==> src/rtl/vga_timing_pkg.sv <==
// -----------------------------------------------------------------------------
// vga_timing_pkg
// Shared definitions for the VGA raster timing generator:
//   - default 640x480@60 Hz timing constants (in pixels / lines)
//   - derived horizontal and vertical totals
//   - counter width and the largest total that width can hold
//   - phase enum used by both the horizontal and vertical phase FSMs
//   - sync_level(): maps a phase to the hsync/vsync pin level
// -----------------------------------------------------------------------------
package vga_timing_pkg;

  localparam int unsigned CLK_DIV_DEF  = 4;
  localparam int unsigned H_ACTIVE_DEF = 640;
  localparam int unsigned H_FP_DEF     = 16;
  localparam int unsigned H_SYNC_DEF   = 96;
  localparam int unsigned H_BP_DEF     = 48;
  localparam int unsigned V_ACTIVE_DEF = 480;
  localparam int unsigned V_FP_DEF     = 10;
  localparam int unsigned V_SYNC_DEF   = 2;
  localparam int unsigned V_BP_DEF     = 33;
  localparam bit          SYNC_POL_DEF = 1'b0;

  localparam int unsigned H_TOTAL_DEF = H_ACTIVE_DEF + H_FP_DEF + H_SYNC_DEF + H_BP_DEF;
  localparam int unsigned V_TOTAL_DEF = V_ACTIVE_DEF + V_FP_DEF + V_SYNC_DEF + V_BP_DEF;

  // Position counters are 10 bits wide, so a total may not exceed 1024.
  localparam int unsigned CNT_W         = 10;
  localparam int unsigned CNT_MAX_TOTAL = 1024;

  typedef enum logic [1:0] {
    PH_ACT  = 2'd0,
    PH_FP   = 2'd1,
    PH_SYNC = 2'd2,
    PH_BP   = 2'd3
  } phase_e;

  // Sync pin level for a given phase: asserted level only during SYNC.
  function automatic logic sync_level(input phase_e ph, input logic pol);
    logic lvl;
    if (ph == PH_SYNC) begin
      lvl = pol;
    end else begin
      lvl = ~pol;
    end
    return lvl;
  endfunction

endpackage

==> src/rtl/vga_timing_gen_if.sv <==
// -----------------------------------------------------------------------------
// vga_timing_gen_if
// Pixel-coordinate interface between the timing generator (master) and the
// pixel colour generator (slave).
//   pclk_en     one-clk pulse per pixel period
//   h_cnt/v_cnt current pixel position
//   valid       pixel lies in the visible area
//   hsync/vsync connector sync levels
//   line_start  high for the whole pixel period of h_cnt==0
//   frame_start high for the whole pixel period of h_cnt==0 && v_cnt==0
//   frame_cnt   8-bit frame counter, present only with VGA_FRAME_CNT_EN
// -----------------------------------------------------------------------------
interface vga_timing_gen_if;
  import vga_timing_pkg::*;

  logic             pclk_en;
  logic [CNT_W-1:0] h_cnt;
  logic [CNT_W-1:0] v_cnt;
  logic             valid;
  logic             hsync;
  logic             vsync;
  logic             line_start;
  logic             frame_start;
`ifdef VGA_FRAME_CNT_EN
  logic [7:0]       frame_cnt;
`endif

  modport master (
    output pclk_en, h_cnt, v_cnt, valid, hsync, vsync, line_start, frame_start
`ifdef VGA_FRAME_CNT_EN
    , frame_cnt
`endif
  );

  modport slave (
    input pclk_en, h_cnt, v_cnt, valid, hsync, vsync, line_start, frame_start
`ifdef VGA_FRAME_CNT_EN
    , frame_cnt
`endif
  );

endinterface

==> src/rtl/vga_phase_ctr.sv <==
// -----------------------------------------------------------------------------
// vga_phase_ctr
// Generic position counter plus ACT/FP/SYNC/BP phase FSM for one raster axis.
// The counter runs 0..TOTAL-1 and the phase register changes on exactly the
// step that moves the counter across a phase boundary, so cnt and phase always
// describe the same position.
// Ports:
//   clk        system clock
//   rst_n      synchronous active-low reset (counter 0, phase ACT)
//   i_step     advance one position on this clk
//   i_wrap_out allow the wrap pulse to be forwarded on o_wrap
//   o_cnt      current position
//   o_phase    current phase
//   o_wrap     combinational: this step takes the counter from TOTAL-1 to 0
// -----------------------------------------------------------------------------
module vga_phase_ctr
  import vga_timing_pkg::*;
#(
  parameter int unsigned ACTIVE = H_ACTIVE_DEF,
  parameter int unsigned FP     = H_FP_DEF,
  parameter int unsigned SYNC   = H_SYNC_DEF,
  parameter int unsigned BP     = H_BP_DEF
) (
  input  logic             clk,
  input  logic             rst_n,
  input  logic             i_step,
  input  logic             i_wrap_out,
  output logic [CNT_W-1:0] o_cnt,
  output phase_e           o_phase,
  output logic             o_wrap
);

  localparam int unsigned TOTAL = ACTIVE + FP + SYNC + BP;

  // Last position of each phase; the phase moves on when a step leaves it.
  localparam logic [CNT_W-1:0] END_ACT  = CNT_W'(ACTIVE - 1);
  localparam logic [CNT_W-1:0] END_FP   = CNT_W'(ACTIVE + FP - 1);
  localparam logic [CNT_W-1:0] END_SYNC = CNT_W'(ACTIVE + FP + SYNC - 1);
  localparam logic [CNT_W-1:0] END_BP   = CNT_W'(TOTAL - 1);

  generate
    if (ACTIVE < 1 || FP < 1 || SYNC < 1 || BP < 1) begin : g_bad_phase
      $error("vga_phase_ctr: every phase must be at least one position long");
    end
    if (TOTAL > CNT_MAX_TOTAL) begin : g_bad_total
      $error("vga_phase_ctr: total exceeds the 10-bit counter range");
    end
  endgenerate

  logic [CNT_W-1:0] r_cnt;
  phase_e           r_phase;
  logic             w_at_end;

  assign w_at_end = (r_cnt == END_BP);
  assign o_wrap   = i_step & i_wrap_out & w_at_end;
  assign o_cnt    = r_cnt;
  assign o_phase  = r_phase;

  // Position counter and phase FSM, both advanced only by i_step.
  always_ff @(posedge clk) begin
    if (!rst_n) begin
      r_cnt   <= {CNT_W{1'b0}};
      r_phase <= PH_ACT;
    end else if (i_step) begin
      if (w_at_end) begin
        r_cnt <= {CNT_W{1'b0}};
      end else begin
        r_cnt <= r_cnt + {{(CNT_W-1){1'b0}}, 1'b1};
      end
      case (r_phase)
        PH_ACT: begin
          if (r_cnt == END_ACT) r_phase <= PH_FP;
          else                  r_phase <= PH_ACT;
        end
        PH_FP: begin
          if (r_cnt == END_FP) r_phase <= PH_SYNC;
          else                 r_phase <= PH_FP;
        end
        PH_SYNC: begin
          if (r_cnt == END_SYNC) r_phase <= PH_BP;
          else                   r_phase <= PH_SYNC;
        end
        PH_BP: begin
          if (r_cnt == END_BP) r_phase <= PH_ACT;
          else                 r_phase <= PH_BP;
        end
        default: r_phase <= PH_ACT;
      endcase
    end else begin
      r_cnt   <= r_cnt;
      r_phase <= r_phase;
    end
  end

endmodule

==> src/rtl/vga_timing_gen.sv <==
// -----------------------------------------------------------------------------
// vga_timing_gen
// 640x480@60 Hz VGA raster timing from the 100 MHz system clock (defaults).
// A divider makes a one-clk pixel enable every CLK_DIV clks; a horizontal
// vga_phase_ctr steps on it, and a vertical one steps on the horizontal wrap.
// Every output is re-registered from the counter state in one stage, so all
// outputs describe the same pixel and change together, on the clk edge at
// which pclk_en is high.
// Ports:
//   clk    system clock
//   rst_n  synchronous active-low reset
//   o_vga  vga_timing_gen_if.master: pclk_en, h_cnt, v_cnt, valid, hsync,
//          vsync, line_start, frame_start (+ frame_cnt, see below)
// Optional feature: define VGA_FRAME_CNT_EN to add the 8-bit frame_cnt output,
// which counts completed frames since reset (first frame excluded), wrapping.
// -----------------------------------------------------------------------------
module vga_timing_gen
  import vga_timing_pkg::*;
#(
  parameter int unsigned CLK_DIV  = CLK_DIV_DEF,
  parameter int unsigned H_ACTIVE = H_ACTIVE_DEF,
  parameter int unsigned H_FP     = H_FP_DEF,
  parameter int unsigned H_SYNC   = H_SYNC_DEF,
  parameter int unsigned H_BP     = H_BP_DEF,
  parameter int unsigned V_ACTIVE = V_ACTIVE_DEF,
  parameter int unsigned V_FP     = V_FP_DEF,
  parameter int unsigned V_SYNC   = V_SYNC_DEF,
  parameter int unsigned V_BP     = V_BP_DEF,
  parameter bit          SYNC_POL = SYNC_POL_DEF
) (
  input  logic               clk,
  input  logic               rst_n,
  vga_timing_gen_if.master   o_vga
);

  localparam int unsigned H_TOTAL = H_ACTIVE + H_FP + H_SYNC + H_BP;
  localparam int unsigned V_TOTAL = V_ACTIVE + V_FP + V_SYNC + V_BP;
  localparam logic [3:0]  DIV_LAST = 4'(CLK_DIV - 1);

  generate
    if (CLK_DIV < 2 || CLK_DIV > 16) begin : g_bad_div
      $error("vga_timing_gen: CLK_DIV must be in 2..16");
    end
    if (H_TOTAL > CNT_MAX_TOTAL || V_TOTAL > CNT_MAX_TOTAL) begin : g_bad_total
      $error("vga_timing_gen: H_TOTAL and V_TOTAL must not exceed 1024");
    end
  endgenerate

  logic [3:0]       r_div;
  logic             r_pclk_en;
  logic             w_tick;
  logic [CNT_W-1:0] w_h_cnt;
  logic [CNT_W-1:0] w_v_cnt;
  phase_e           w_h_phase;
  phase_e           w_v_phase;
  logic             w_h_wrap;
  logic             w_v_wrap;

  logic [CNT_W-1:0] r_h_cnt;
  logic [CNT_W-1:0] r_v_cnt;
  logic             r_valid;
  logic             r_hsync;
  logic             r_vsync;
  logic             r_line_start;
  logic             r_frame_start;

  // The counters step on the clk where the divider sits at its last value;
  // that is also the clk before pclk_en rises, so the re-registered outputs
  // change exactly on the edge where pclk_en is high.
  assign w_tick = (r_div == DIV_LAST);

  // Pixel-clock divider and its registered enable pulse.
  always_ff @(posedge clk) begin
    if (!rst_n) begin
      r_div     <= 4'd0;
      r_pclk_en <= 1'b0;
    end else begin
      if (w_tick) begin
        r_div <= 4'd0;
      end else begin
        r_div <= r_div + 4'd1;
      end
      r_pclk_en <= w_tick;
    end
  end

  vga_phase_ctr #(
    .ACTIVE (H_ACTIVE),
    .FP     (H_FP),
    .SYNC   (H_SYNC),
    .BP     (H_BP)
  ) u_h_ctr (
    .clk        (clk),
    .rst_n      (rst_n),
    .i_step     (w_tick),
    .i_wrap_out (1'b1),
    .o_cnt      (w_h_cnt),
    .o_phase    (w_h_phase),
    .o_wrap     (w_h_wrap)
  );

  vga_phase_ctr #(
    .ACTIVE (V_ACTIVE),
    .FP     (V_FP),
    .SYNC   (V_SYNC),
    .BP     (V_BP)
  ) u_v_ctr (
    .clk        (clk),
    .rst_n      (rst_n),
    .i_step     (w_h_wrap),
    .i_wrap_out (1'b1),
    .o_cnt      (w_v_cnt),
    .o_phase    (w_v_phase),
    .o_wrap     (w_v_wrap)
  );

  // Output stage: one register layer over the counter state keeps all outputs aligned.
  always_ff @(posedge clk) begin
    if (!rst_n) begin
      r_h_cnt       <= {CNT_W{1'b0}};
      r_v_cnt       <= {CNT_W{1'b0}};
      r_valid       <= 1'b0;
      r_hsync       <= ~SYNC_POL;
      r_vsync       <= ~SYNC_POL;
      r_line_start  <= 1'b0;
      r_frame_start <= 1'b0;
    end else begin
      r_h_cnt       <= w_h_cnt;
      r_v_cnt       <= w_v_cnt;
      r_valid       <= (w_h_phase == PH_ACT) && (w_v_phase == PH_ACT);
      r_hsync       <= sync_level(w_h_phase, SYNC_POL);
      r_vsync       <= sync_level(w_v_phase, SYNC_POL);
      r_line_start  <= (w_h_cnt == {CNT_W{1'b0}});
      r_frame_start <= (w_h_cnt == {CNT_W{1'b0}}) && (w_v_cnt == {CNT_W{1'b0}});
    end
  end

  assign o_vga.pclk_en     = r_pclk_en;
  assign o_vga.h_cnt       = r_h_cnt;
  assign o_vga.v_cnt       = r_v_cnt;
  assign o_vga.valid       = r_valid;
  assign o_vga.hsync       = r_hsync;
  assign o_vga.vsync       = r_vsync;
  assign o_vga.line_start  = r_line_start;
  assign o_vga.frame_start = r_frame_start;

`ifdef VGA_FRAME_CNT_EN
  logic       r_v_wrap_d;
  logic [7:0] r_frame_cnt;

  // Frame counter: the vertical wrap is delayed one clk so the increment lands
  // on the same edge as the frame_start rise; the first frame never wraps in.
  always_ff @(posedge clk) begin
    if (!rst_n) begin
      r_v_wrap_d  <= 1'b0;
      r_frame_cnt <= 8'd0;
    end else begin
      r_v_wrap_d <= w_v_wrap;
      if (r_v_wrap_d) begin
        r_frame_cnt <= r_frame_cnt + 8'd1;
      end else begin
        r_frame_cnt <= r_frame_cnt;
      end
    end
  end

  assign o_vga.frame_cnt = r_frame_cnt;
`else
  logic w_unused_v_wrap;
  assign w_unused_v_wrap = w_v_wrap;
`endif

endmodule
==> src/flat_wrapper.sv <==
// flat-port wrapper written by rule: the top's interface ports become plain ports
module vga_timing_gen_flat import vga_timing_pkg::*;
#(
  parameter int unsigned CLK_DIV  = CLK_DIV_DEF,
  parameter int unsigned H_ACTIVE = H_ACTIVE_DEF,
  parameter int unsigned H_FP     = H_FP_DEF,
  parameter int unsigned H_SYNC   = H_SYNC_DEF,
  parameter int unsigned H_BP     = H_BP_DEF,
  parameter int unsigned V_ACTIVE = V_ACTIVE_DEF,
  parameter int unsigned V_FP     = V_FP_DEF,
  parameter int unsigned V_SYNC   = V_SYNC_DEF,
  parameter int unsigned V_BP     = V_BP_DEF,
  parameter bit          SYNC_POL = SYNC_POL_DEF
)
  (clk, rst_n, o_vga_pclk_en, o_vga_h_cnt, o_vga_v_cnt, o_vga_valid, o_vga_hsync, o_vga_vsync, o_vga_line_start, o_vga_frame_start);
  vga_timing_gen_if o_vga_i ();
  input  logic clk;
  input  logic rst_n;
  output wire logic [$bits(o_vga_i.pclk_en)-1:0] o_vga_pclk_en;
  output wire logic [$bits(o_vga_i.h_cnt)-1:0] o_vga_h_cnt;
  output wire logic [$bits(o_vga_i.v_cnt)-1:0] o_vga_v_cnt;
  output wire logic [$bits(o_vga_i.valid)-1:0] o_vga_valid;
  output wire logic [$bits(o_vga_i.hsync)-1:0] o_vga_hsync;
  output wire logic [$bits(o_vga_i.vsync)-1:0] o_vga_vsync;
  output wire logic [$bits(o_vga_i.line_start)-1:0] o_vga_line_start;
  output wire logic [$bits(o_vga_i.frame_start)-1:0] o_vga_frame_start;
  assign o_vga_pclk_en = o_vga_i.pclk_en;
  assign o_vga_h_cnt = o_vga_i.h_cnt;
  assign o_vga_v_cnt = o_vga_i.v_cnt;
  assign o_vga_valid = o_vga_i.valid;
  assign o_vga_hsync = o_vga_i.hsync;
  assign o_vga_vsync = o_vga_i.vsync;
  assign o_vga_line_start = o_vga_i.line_start;
  assign o_vga_frame_start = o_vga_i.frame_start;
  vga_timing_gen #(.CLK_DIV(CLK_DIV), .H_ACTIVE(H_ACTIVE), .H_FP(H_FP), .H_SYNC(H_SYNC), .H_BP(H_BP), .V_ACTIVE(V_ACTIVE), .V_FP(V_FP), .V_SYNC(V_SYNC), .V_BP(V_BP), .SYNC_POL(SYNC_POL)) u_core (.clk(clk), .rst_n(rst_n), .o_vga(o_vga_i));
endmodule
==> config.mk <==
export PLATFORM = sky130hd
export DESIGN_NAME = vga_timing_gen_flat
export DESIGN_NICKNAME = d
export VERILOG_FILES = /design/src/rtl/vga_timing_pkg.sv /design/src/rtl/vga_timing_gen_if.sv /design/src/rtl/vga_phase_ctr.sv /design/src/rtl/vga_timing_gen.sv /design/src/flat_wrapper.sv
export SDC_FILE = /design/constraint.sdc
export NUM_CORES = 1
export LEC_CHECK = 0
export CORE_MARGIN = 2
export CORE_UTILIZATION = 45
export CTS_CLUSTER_SIZE = 14
export DETAILED_ROUTE_END_ITERATION = 16
export PLACE_DENSITY = 0.71
export SLEW_MARGIN = 20
export SYNTH_ARGS = -nofsm -noshare
export SYNTH_HDL_FRONTEND = slang
export SYNTH_SLANG_ARGS = --single-unit
==> constraint.sdc <==
create_clock -name clk -period 3.8 [get_ports clk]
set_input_delay 0.57 -clock clk [delete_from_list [all_inputs] [get_ports clk]]
set_output_delay 0.57 -clock clk [all_outputs]
set_load 0.005 [all_outputs]
==> flow_metrics.env <==
export IMPL_status="complete, no violations"
export IMPL_area_growth_pct=18.17
export IMPL_cpLargestDelayFamily="simple AND/OR/NAND/NOR gates"
export IMPL_globalRouteMet2Util_pct=26.16
export IMPL_fmax_ghz=0.4722
export IMPL_diodes=0
export IMPL_p_leak_uw=0.0009119
export IMPL_yosys_top_cells_count="dfxtp_1, nand3_1, and2_1, nand2_1, nor2_1"
export IMPL_timing_rr_start="u_core.u_h_ctr.o_cnt[0]$_SDFFE_PN0P_"
export IMPL_yosysUniqueCellTypes=42
export IMPL_yosys_top_cells_area="dfxtp_1, and2_1, nand3_1"
export IMPL_synth_edf_count=0
export IMPL_use_met1_pct=23.37
export IMPL_avgSynthCellArea_um2=9.088
export IMPL_viasPerCell=5.384
export IMPL_report_final_slew_viol_count=0
export IMPL_clk_path_buf_depth=2
export IMPL_cts_buffers=5
export IMPL_initialDrtViolationCount=125
export IMPL_critical_path_class="register to register"
export IMPL_synthAdderAreaFrac_pct=3.344
export IMPL_period_minus_slack_ns=2.118
export IMPL_dpl_cell_count=328
export IMPL_clkLatencyLatePin_ns=0.31
export IMPL_hold_viol_final=0
export IMPL_fp_row_count=25
export IMPL_hold_buffers=0
export IMPL_worstHoldStart="u_core.r_div[0]$_SDFF_PP0_"
export IMPL_yosysMostFrequentCell="dfxtp_1"
export IMPL_synth_top_family_by_area="simple AND/OR/NAND/NOR gates"
export IMPL_power_density_mw_per_mm2=375.2
export IMPL_synth_compound_area_share_pct=9.142
export IMPL_cp_required_ns=3.97
export IMPL_grt_use_total_pct=17.20
export IMPL_post_cts_buffers=0
export IMPL_grtUsageMet3_pct=4.016
export IMPL_drt_total_wl_mm=4.518
export IMPL_grt_busiest_layer="met2"
export IMPL_drc=0
export IMPL_skew_ns=0.005872
export IMPL_ant_nets=0
export IMPL_grt_antenna_before_repair=0
export IMPL_worstPathMaxFanout=19
export IMPL_cts_sinks=54
export IMPL_max_slew_worst_pin_slew_ns=0.6206
export IMPL_arrival_ns=2.29
export IMPL_cts_root_buf="clkbuf_8"
export IMPL_synth_top_area_share_pct=48.16
export IMPL_setup_viol=0
export IMPL_vias=1809
export IMPL_slew_headroom_pct=58.58
export IMPL_core_mm2=0.004755
export IMPL_drv_cap=0
export IMPL_async_flop_share_pct=0
export IMPL_grt_max_degree=26
export IMPL_crit_path_max_incr_delay_ns=0.56
export IMPL_wl_per_cell_um=13.45
export IMPL_drt_pass1_iterations=4
export IMPL_num_nets_final=276
export IMPL_final_core_util_pct=55.79
export IMPL_hold_path_class="register to register"
export IMPL_overflow=0
export IMPL_initial_utilization_pct=47.21
export IMPL_netlist_area_mm2=0.002245
export IMPL_dpl_hpwl_mm=3.112
export IMPL_final_setup_tns_ns=0
export IMPL_cts_tree="built"
export IMPL_crit_path_top_delay_cell="o21ai_1"
export IMPL_vdd_ir_drop_max_v=0.0002040
export IMPL_gp_congestion=0.9015
export IMPL_drive_above_1_share_pct=5.204
export IMPL_clk_pin_slew_ns=0.09
export IMPL_post_route_period_util_pct=55.73
export IMPL_cp_num_buf_inv=0
export IMPL_timing_critical_path_from="u_core.u_h_ctr.o_cnt[0]$_SDFFE_PN0P_"
export IMPL_synthesis_instances=247
export IMPL_synth_seq_cells=54
export IMPL_endpoint_kind="register"
export IMPL_ctsResizeCount=0
export IMPL_port_buffers=27
export IMPL_grt_setup_unrepaired="false"
export IMPL_whs_ns=0.4702
export IMPL_synth_nets=255
export IMPL_stdcell_count=336
export IMPL_synth_main_ff_cell="dfxtp_1"
export IMPL_dieArea_mm2=0.005569
export IMPL_grt_pass1_vias=1582
export IMPL_yosys_area_top_type="dfxtp_1"
export IMPL_die_w_um=74.63
export IMPL_ys_seq_area_share_pct=48.16
export IMPL_startpoint_type="register"
export IMPL_grt_pass1_wl_mm=7.314
export IMPL_synth_simple_gate_area_share_pct=31.49
export IMPL_critical_path_cell_chain="ha_1 > and4_1 > nand4_4 > o21ai_1 > a21oi_1"
export IMPL_htreeDepth=2
export IMPL_die_h_um=74.63
export IMPL_synthXorXnorAreaFrac_pct=2.731
export IMPL_synthMuxAreaShare_pct=0.4459
export IMPL_io_pins=28
export IMPL_yosysWarnings=0
## sequential cells by signal, summed over array words and instances, names as in the netlist
signal,cells
u_core.o_vga.h_cnt,10
u_core.o_vga.v_cnt,10
u_core.u_h_ctr.o_cnt,10
u_core.u_v_ctr.o_cnt,10
u_core.r_div,4
u_core.u_h_ctr.o_phase,2
u_core.u_v_ctr.o_phase,2
u_core.o_vga.frame_start,1
u_core.o_vga.hsync,1
u_core.o_vga.line_start,1
u_core.o_vga.pclk_en,1
u_core.o_vga.valid,1
u_core.o_vga.vsync,1
## through the flow
| stage | instance area (um2) | power, uW | worst slack, ns |
|---|---|---|---|
| floorplan | 2245 | 614.8 | 2.060 |
| global placement | 2542 | 631.0 | 1.786 |
| detailed placement | 2542 | 631.8 | 1.736 |
| CTS | 2653 | 1005 | 1.702 |
| global route | 2653 | 1031 | 1.505 |
| finish | 2653 | 995.3 | 1.682 |
## layer usage
metal / part of all wire [%] / routed length (um)
met5: 0 / 0
met4: 2.2 / 99
met3: 2.9 / 133
met2: 45 / 2017
met1: 50 / 2267
## power breakdown
| part | switching (uW) | leakage (uW) | internal [uW] |
|---|---|---|---|
| registers | 5.24 | 0.000437 | 574 |
| clock network | 181 | 0.0000514 | 197 |
| logic | 22.4 | 0.000424 | 16.8 |
| total | 208 | 0.000912 | 787 |
## worst paths after layout
check	slack (ns)	depth (start not counted)	to
worst max-delay path	1.68	5	u_core.u_v_ctr.o_cnt[3]$_SDFFE_PN0P_
worst min-delay path	0.47	1	u_core.r_div[0]$_SDFF_PP0_
worst max register to register	1.68	5	u_core.u_v_ctr.o_cnt[3]$_SDFFE_PN0P_
worst min register to register	0.47	1	u_core.r_div[0]$_SDFF_PP0_
## final cells by class
type	instances	area, um2
Fill cell	443	2102
Sequential cell	54	1081
Multi-Input combinational cell	169	1059
Timing Repair Buffer	29	285.3
Tap cell	67	83.83
Clock buffer	6	72.57
Clock inverter	2	37.54
Inverter	9	33.78
## layout by cell type, fill, tap and decap left out, drive strengths merged, types with 7 or more instances in the layout
| cell type | n |
|---|---|
| dfxtp | 54 |
| clkdlybuf4s50 | 27 |
| nand3 | 17 |
| nor2 | 16 |
| nand2 | 16 |
| and2 | 16 |
| a21oi | 15 |
| inv | 9 |
| o21ai | 9 |
| or3 | 7 |
| nor3 | 7 |
| nand4 | 7 |
## kinds of logic after synthesis
logic type,count (synthesis)
buf+inv,24
compound gates,36
mux,1
simple gates,119
xor+xnor,7
flops,54
fa+ha+maj,6
Note: power is estimated with default switching activity, not from simulation.
